File: src/rtl/mem_arbiter_if.sv
// Bus bundle between the two requesters (fetch and load/store), the arbiter and
// the single tiny8 memory port. The arbiter uses the slave view; the requester
// and memory side (core datapath or a test environment) uses the master view.
interface mem_arbiter_if #(
  parameter int ADDR_WIDTH = 8,
  parameter int DATA_WIDTH = 8
);

  // instruction fetch requester
  logic                  i_read;
  logic [ADDR_WIDTH-1:0] i_addr;
  logic [DATA_WIDTH-1:0] i_rdata;
  logic                  i_resp;

  // load/store requester
  logic                  d_read;
  logic                  d_write;
  logic [ADDR_WIDTH-1:0] d_addr;
  logic [DATA_WIDTH-1:0] d_wdata;
  logic [DATA_WIDTH-1:0] d_rdata;
  logic                  d_resp;

  // shared memory port
  logic                  mem_read;
  logic                  mem_write;
  logic [ADDR_WIDTH-1:0] mem_addr;
  logic [DATA_WIDTH-1:0] mem_wdata;
  logic [DATA_WIDTH-1:0] mem_rdata;
  logic                  mem_resp;

  // watchdog abort pulse
  logic                  timeout_err;

  // arbiter view
  modport slave (
    input  i_read, i_addr,
    output i_rdata, i_resp,
    input  d_read, d_write, d_addr, d_wdata,
    output d_rdata, d_resp,
    output mem_read, mem_write, mem_addr, mem_wdata,
    input  mem_rdata, mem_resp,
    output timeout_err
  );

  // requester + memory view
  modport master (
    output i_read, i_addr,
    input  i_rdata, i_resp,
    output d_read, d_write, d_addr, d_wdata,
    input  d_rdata, d_resp,
    input  mem_read, mem_write, mem_addr, mem_wdata,
    output mem_rdata, mem_resp,
    input  timeout_err
  );

endinterface

File: src/rtl/mem_arbiter.sv
// mem_arbiter: shares the tiny8 memory port between instruction fetch (I) and
// load/store (D). Round-robin between the two, one transaction at a time, with
// a registered memory command and a watchdog that aborts a transaction whose
// memory response never arrives.
module mem_arbiter #(
  parameter int ADDR_WIDTH     = 8,
  parameter int DATA_WIDTH     = 8,
  parameter int TIMEOUT_CYCLES = 255
) (
  input  logic         clk,
  input  logic         rst,
  mem_arbiter_if.slave bus
);

  typedef enum logic [1:0] {
    ST_IDLE    = 2'd0,
    ST_GRANT_I = 2'd1,
    ST_GRANT_D = 2'd2
  } state_t;

  // Counter is wide enough to hold TIMEOUT_CYCLES itself.
  localparam int CNT_W = (TIMEOUT_CYCLES > 0) ? $clog2(TIMEOUT_CYCLES + 1) : 1;
  localparam logic [CNT_W-1:0] CNT_MAX = CNT_W'(TIMEOUT_CYCLES);
  // The counter holds the number of grant cycles already spent without a
  // response, so the abort fires on the TIMEOUT_CYCLES-th grant cycle.
  localparam logic [CNT_W-1:0] CNT_FIRE =
    (TIMEOUT_CYCLES > 0) ? CNT_W'(TIMEOUT_CYCLES - 1) : {CNT_W{1'b0}};
  localparam logic WD_EN = (TIMEOUT_CYCLES > 0) ? 1'b1 : 1'b0;

  // Saturating increment: the counter never wraps back to zero.
  function automatic logic [CNT_W-1:0] sat_inc(input logic [CNT_W-1:0] v);
    if (v == CNT_MAX) begin
      return v;
    end else begin
      return v + CNT_W'(1'b1);
    end
  endfunction

  state_t                state_r, state_s;
  logic                  last_d_r, last_d_s;     // 1: last grant went to D
  logic [CNT_W-1:0]      cnt_r, cnt_s;
  logic                  mem_read_r, mem_read_s;
  logic                  mem_write_r, mem_write_s;
  logic [ADDR_WIDTH-1:0] mem_addr_r, mem_addr_s;
  logic [DATA_WIDTH-1:0] mem_wdata_r, mem_wdata_s;

  logic                  i_pend_s;
  logic                  d_pend_s;
  logic                  pick_i_s;
  logic                  granted_s;
  logic                  done_s;
  logic                  abort_s;

  // Decode pending requests and pick the round-robin winner for ST_IDLE.
  always_comb begin
    i_pend_s = bus.i_read;
    d_pend_s = bus.d_read | bus.d_write;
    pick_i_s = 1'b0;
    if (i_pend_s && d_pend_s) begin
      pick_i_s = last_d_r;
    end else begin
      pick_i_s = i_pend_s;
    end
  end

  // Classify the current grant cycle: normal completion, watchdog abort, or waiting.
  always_comb begin
    granted_s = (state_r == ST_GRANT_I) || (state_r == ST_GRANT_D);
    done_s    = 1'b0;
    abort_s   = 1'b0;
    if (granted_s) begin
      done_s  = bus.mem_resp;
      abort_s = WD_EN && !bus.mem_resp && (cnt_r >= CNT_FIRE);
    end else begin
      done_s  = 1'b0;
      abort_s = 1'b0;
    end
  end

  // Next-state and next memory command.
  always_comb begin
    state_s     = state_r;
    last_d_s    = last_d_r;
    cnt_s       = cnt_r;
    mem_read_s  = mem_read_r;
    mem_write_s = mem_write_r;
    mem_addr_s  = mem_addr_r;
    mem_wdata_s = mem_wdata_r;
    case (state_r)
      ST_IDLE: begin
        cnt_s = {CNT_W{1'b0}};
        if (pick_i_s) begin
          state_s     = ST_GRANT_I;
          last_d_s    = 1'b0;
          mem_addr_s  = bus.i_addr;
          mem_read_s  = 1'b1;
          mem_write_s = 1'b0;
        end else if (d_pend_s) begin
          state_s     = ST_GRANT_D;
          last_d_s    = 1'b1;
          mem_addr_s  = bus.d_addr;
          mem_wdata_s = bus.d_wdata;
          // a write wins when both read and write are requested
          mem_write_s = bus.d_write;
          mem_read_s  = !bus.d_write;
        end else begin
          state_s = ST_IDLE;
        end
      end
      ST_GRANT_I, ST_GRANT_D: begin
        if (done_s || abort_s) begin
          state_s     = ST_IDLE;
          mem_read_s  = 1'b0;
          mem_write_s = 1'b0;
          cnt_s       = {CNT_W{1'b0}};
        end else begin
          cnt_s = sat_inc(cnt_r);
        end
      end
      default: begin
        state_s     = ST_IDLE;
        mem_read_s  = 1'b0;
        mem_write_s = 1'b0;
        cnt_s       = {CNT_W{1'b0}};
      end
    endcase
  end

  // State and memory command registers with synchronous reset.
  always_ff @(posedge clk) begin
    if (rst) begin
      state_r     <= ST_IDLE;
      last_d_r    <= 1'b1;
      cnt_r       <= {CNT_W{1'b0}};
      mem_read_r  <= 1'b0;
      mem_write_r <= 1'b0;
      mem_addr_r  <= {ADDR_WIDTH{1'b0}};
      mem_wdata_r <= {DATA_WIDTH{1'b0}};
    end else begin
      state_r     <= state_s;
      last_d_r    <= last_d_s;
      cnt_r       <= cnt_s;
      mem_read_r  <= mem_read_s;
      mem_write_r <= mem_write_s;
      mem_addr_r  <= mem_addr_s;
      mem_wdata_r <= mem_wdata_s;
    end
  end

  // Route completion and read data to the granted requester only; zero elsewhere.
  always_comb begin
    bus.i_resp  = 1'b0;
    bus.i_rdata = {DATA_WIDTH{1'b0}};
    bus.d_resp  = 1'b0;
    bus.d_rdata = {DATA_WIDTH{1'b0}};
    if (state_r == ST_GRANT_I) begin
      bus.i_resp = done_s | abort_s;
      if (done_s) begin
        bus.i_rdata = bus.mem_rdata;
      end else begin
        bus.i_rdata = {DATA_WIDTH{1'b0}};
      end
    end else if (state_r == ST_GRANT_D) begin
      bus.d_resp = done_s | abort_s;
      if (done_s) begin
        bus.d_rdata = bus.mem_rdata;
      end else begin
        bus.d_rdata = {DATA_WIDTH{1'b0}};
      end
    end else begin
      bus.i_resp = 1'b0;
      bus.d_resp = 1'b0;
    end
  end

  assign bus.timeout_err = abort_s;
  assign bus.mem_read    = mem_read_r;
  assign bus.mem_write   = mem_write_r;
  assign bus.mem_addr    = mem_addr_r;
  assign bus.mem_wdata   = mem_wdata_r;

endmodule

File: src/flat_wrapper.sv
// flat-port wrapper written by rule: the top's interface ports become plain ports
module mem_arbiter_flat 
#(
  parameter int ADDR_WIDTH     = 8,
  parameter int DATA_WIDTH     = 8,
  parameter int TIMEOUT_CYCLES = 255
)
  (clk, rst, bus_i_read, bus_i_addr, bus_i_rdata, bus_i_resp, bus_d_read, bus_d_write, bus_d_addr, bus_d_wdata, bus_d_rdata, bus_d_resp, bus_mem_read, bus_mem_write, bus_mem_addr, bus_mem_wdata, bus_mem_rdata, bus_mem_resp, bus_timeout_err);
  mem_arbiter_if #(.ADDR_WIDTH(ADDR_WIDTH), .DATA_WIDTH(DATA_WIDTH)) bus_i ();
  input  logic clk;
  input  logic rst;
  input wire logic [$bits(bus_i.i_read)-1:0] bus_i_read;
  input wire logic [$bits(bus_i.i_addr)-1:0] bus_i_addr;
  output wire logic [$bits(bus_i.i_rdata)-1:0] bus_i_rdata;
  output wire logic [$bits(bus_i.i_resp)-1:0] bus_i_resp;
  input wire logic [$bits(bus_i.d_read)-1:0] bus_d_read;
  input wire logic [$bits(bus_i.d_write)-1:0] bus_d_write;
  input wire logic [$bits(bus_i.d_addr)-1:0] bus_d_addr;
  input wire logic [$bits(bus_i.d_wdata)-1:0] bus_d_wdata;
  output wire logic [$bits(bus_i.d_rdata)-1:0] bus_d_rdata;
  output wire logic [$bits(bus_i.d_resp)-1:0] bus_d_resp;
  output wire logic [$bits(bus_i.mem_read)-1:0] bus_mem_read;
  output wire logic [$bits(bus_i.mem_write)-1:0] bus_mem_write;
  output wire logic [$bits(bus_i.mem_addr)-1:0] bus_mem_addr;
  output wire logic [$bits(bus_i.mem_wdata)-1:0] bus_mem_wdata;
  input wire logic [$bits(bus_i.mem_rdata)-1:0] bus_mem_rdata;
  input wire logic [$bits(bus_i.mem_resp)-1:0] bus_mem_resp;
  output wire logic [$bits(bus_i.timeout_err)-1:0] bus_timeout_err;
  assign bus_i.i_read = bus_i_read;
  assign bus_i.i_addr = bus_i_addr;
  assign bus_i_rdata = bus_i.i_rdata;
  assign bus_i_resp = bus_i.i_resp;
  assign bus_i.d_read = bus_d_read;
  assign bus_i.d_write = bus_d_write;
  assign bus_i.d_addr = bus_d_addr;
  assign bus_i.d_wdata = bus_d_wdata;
  assign bus_d_rdata = bus_i.d_rdata;
  assign bus_d_resp = bus_i.d_resp;
  assign bus_mem_read = bus_i.mem_read;
  assign bus_mem_write = bus_i.mem_write;
  assign bus_mem_addr = bus_i.mem_addr;
  assign bus_mem_wdata = bus_i.mem_wdata;
  assign bus_i.mem_rdata = bus_mem_rdata;
  assign bus_i.mem_resp = bus_mem_resp;
  assign bus_timeout_err = bus_i.timeout_err;
  mem_arbiter #(.ADDR_WIDTH(ADDR_WIDTH), .DATA_WIDTH(DATA_WIDTH), .TIMEOUT_CYCLES(TIMEOUT_CYCLES)) u_core (.clk(clk), .rst(rst), .bus(bus_i));
endmodule
File: config.mk
export PLATFORM = sky130hd
export DESIGN_NAME = mem_arbiter_flat
export DESIGN_NICKNAME = d
export VERILOG_FILES = /design/src/rtl/mem_arbiter_if.sv /design/src/rtl/mem_arbiter.sv /design/src/flat_wrapper.sv
export SDC_FILE = /design/constraint.sdc
export NUM_CORES = 1
export LEC_CHECK = 0
export ABC_AREA = 1
export BUFFER_PORTS_ARGS = -buffer_cell sky130_fd_sc_hd__buf_2
export CAP_MARGIN = 15
export CORE_MARGIN = 2
export CORE_UTILIZATION = 49
export CTS_CLUSTER_SIZE = 30
export DETAILED_ROUTE_END_ITERATION = 8
export GPL_ROUTABILITY_DRIVEN = 0
export PLACE_DENSITY = 0.86
export SYNTH_ARGS = -nofsm -noshare
export SYNTH_HDL_FRONTEND = slang
export SYNTH_SLANG_ARGS = --single-unit
export TNS_END_PERCENT = 20
File: constraint.sdc
create_clock -name clk -period 2.85 [get_ports clk]
set_clock_uncertainty 0.1 [all_clocks]
set_input_delay 0.1425 -clock clk [delete_from_list [all_inputs] [get_ports clk]]
set_output_delay 0.1425 -clock clk [all_outputs]
set_load 0.05 [all_outputs]
==> results.cfg <==
[power]
irDropWorstVdd_mv = 0.385
p_per_area_nw_per_um2 = 643
p_leak_nw = 1.08
p_total_mw = 1.33

[logic_synthesis]
syn_nets = 253
ys_warn_count = 0
synth_area_leaders = dfxtp_1 (39%), nor2_1 (11%), nand2_1 (9.5%)
ys_ff_latch = 29
synthMuxAreaShare = 0
avgSynthCellArea_um2 = 7.13
yosysMostFrequentCell = nor2_1
synth_compound_area_frac = 0.124
synthFlopType = dfxtp_1
synthDominantCellAreaShare = 0.388
synth_edf_count = 0
synth-simple-area-share = 0.341
synth.yosys.seq_area_share = 0.388
ys_types = 27
yosys-top-cells-count = nor2_1 (45), nand2_1 (38), dfxtp_1 (29)
synth-xor-area-share = 0.0234
synth_top_area_cell = dfxtp_1
syn_area_um2 = 1500
synthCells = 210
synth_top_family_by_area = simple AND/OR/NAND/NOR gates
synthAdderAreaFrac = 0.0418
async_reset_ff_frac = 0

[route]
ant_nets = 0
routedWlPerCell_um = 11.4
vias = 1632
first_pass_iters = 4
wirelength_mm = 3.79
dr.first_iter.drc_count = 29
viasPerCell = 4.93
drcViolationCount = 0

[worst_setup_path]
start_kind = flip-flop
crit_fanout = 4
required_ns = 2.61
timing.rr.end = u_core.bus.mem_read
cp-startpoint = u_core.state_r[0]
path_class = flip-flop to output pin
critPathSlowestCell = dfxtp_1
cp_num_buf_inv = 3
crit_chain = inv_1 -> ha_1 -> nand2_1 -> nor2_1 -> nand3_2 -> nand2_1 -> inv_1 -> nor2_1 -> buf_2
slowest_delay_ns = 0.35
rr_startpoint = u_core.state_r[0]
critPathTopFamily = simple AND/OR/NAND/NOR gates
cp-end-kind = output pin
crit_arrival_ns = 1.89
r2r_slack_ns = 1.23
rr_worst_depth = 8

[sta]
setup_viol = 0
period_share = 0.748
hold_violations = 0
fin_crit_ns = 2.13
drv_slew = 0
setup_slack_ns = 0.719
rsz0062_at_grt = no
finalSetupTns_ns = 0
worstMarginPinSlew_ns = 0.632
max_freq_mhz = 469
maxSlewHeadroom = 0.578

[floorplan]
die_area_um2 = 3510
io_pins = 75
die_y_um = 59.3
num_rows = 20
start_util = 0.503
core_um2 = 2980
fp.dieW_um = 59.3

[clocking]
post-cts-setup-buffer-count = 0
clk_pin_slew_ns = 0.10
cts_root_buf = clkbuf_4
cts.path.max_buffers = 2
htreeDepth = 2
cts_tree = built
cts_num_sinks = 29
numCtsBuffers = 5
post_cts_resized = 0
cts_hold_buf = 9
insertion_delay_ns = 0.33

[final_layout]
drive_above_1_share = 0.326
num_antenna_cells = 0
nNetsFinal = 340
fin_util = 0.692
area_delta_synth_final_pct = 37.7
stdcell_count = 331

[place]
io_buffers = 74
place_inst = 314
dp_slack_ns = 1.11
detailed_place_hpwl_mm = 2.67

[worst_hold_path]
hp-class = primary input to flip-flop
hold_start = bus_i_addr[4]
min_delay_path_depth = 5
min_to = u_core.bus.mem_addr[4]

[global_routing]
grt_max_degree = 21
grt_usage = 0.228
grt_pass1_vias = 1479
grt-ovfl-total = 0
grt_pass1_wl_mm = 6.10
antenna_found_initial = 0

[outcome]
status = finished clean

[job]
maxCapViolCount = 0
-- worst max path at each step --
stage                 endpoint  slack [ns]  cells past startpoint
floorplan           bus_d_resp        0.90                      8
global placement    bus_i_resp        1.18                      9
detailed placement  bus_i_resp        1.11                      9
CTS                 bus_i_resp        0.70                      9
global route        bus_d_resp        0.55                      9
finish              bus_i_resp        0.72                      9
-- worst reg2reg max path: stages, from the launching register on --
cell and delay, ns:
dfxtp_1 0.35, inv_1 0.08, ha_1 0.30, nand2_1 0.07
nor2_1 0.13, nand3_2 0.15, nand2_4 0.13, nand3_1 0.08
a21oi_1 0.15
-- cells in the final DEF, fill, tap and decap left out --
| cell | count |
|---|---|
| a21oi_1 | 7 |
| clkbuf_1 | 1 |
| dlygate4sd3_1 | 9 |
| nand3_2 | 2 |
| xnor2_1 | 1 |
| nand3_1 | 15 |
| clkbuf_8 | 1 |
| nor2_4 | 3 |
| xor2_1 | 3 |
| o211ai_2 | 2 |
| bufinv_16 | 1 |
| nor2_1 | 45 |
| buf_2 | 74 |
| nor3_1 | 2 |
| inv_4 | 1 |
| clkbuf_4 | 5 |
| o21ai_2 | 1 |
| nand2_2 | 2 |
| nand2_4 | 2 |
| nand2_1 | 38 |
| nor2_2 | 2 |
| dfxtp_1 | 29 |
| inv_2 | 1 |
| o21bai_1 | 1 |
| inv_1 | 23 |
| o21ai_0 | 13 |
| ha_1 | 5 |
| nand4_1 | 2 |
| clkinv_1 | 1 |
| o211ai_1 | 6 |
-- registers in the layout, indices dropped and copies added, names as in the netlist --
signal / cells
u_core.bus.mem_addr: 8
u_core.bus.mem_read: 1
u_core.bus.mem_wdata: 8
u_core.cnt_r: 8
u_core.last_d_r: 1
u_core.bus.mem_write: 1
u_core.state_r: 2
-- area by class of cell --
cell class,count,area (µm²)
fill,266,916
multi-input combinational,152,795
sequential,29,581
timing repair buffer,83,460
inverter,26,100
clock buffer,7,55.1
tap,33,41.3
clock inverter,1,30.0
-- report_power, final --
part / leakage [nW] / total (mW) / switching [mW] / internal, mW
registers: 0.239 / 0.490 / 0.0307 / 0.459
logic: 0.795 / 0.484 / 0.354 / 0.130
clock network: 0.0455 / 0.352 / 0.143 / 0.209
-- cell families after synthesis --
logic type	Yosys count
AO/OA/AOI/OAI	30
XOR/XNOR	4
adder cells (fa/ha/maj)	5
buffers and inverters	29
flip-flops	29
AND/OR/NAND/NOR	113
-- layer usage --
layer,global-route usage,part of all wire,up-vias
met5,0,0,-
li1,-,-,843
met1,0.233,0.40,724
met4,0.0942,0.020,0
met2,0.433,0.52,58
met3,0.0568,0.067,7
-- through the flow --
stage               instance area, µm²  hold WS [ns]
CTS                               2060        0.0423
global route                      2060        0.0478
detailed placement                1890         0.245
floorplan                         1500         0.112
global placement                  1890         0.238
finish                            2060        0.0480
(Power assumes the default switching activity.)
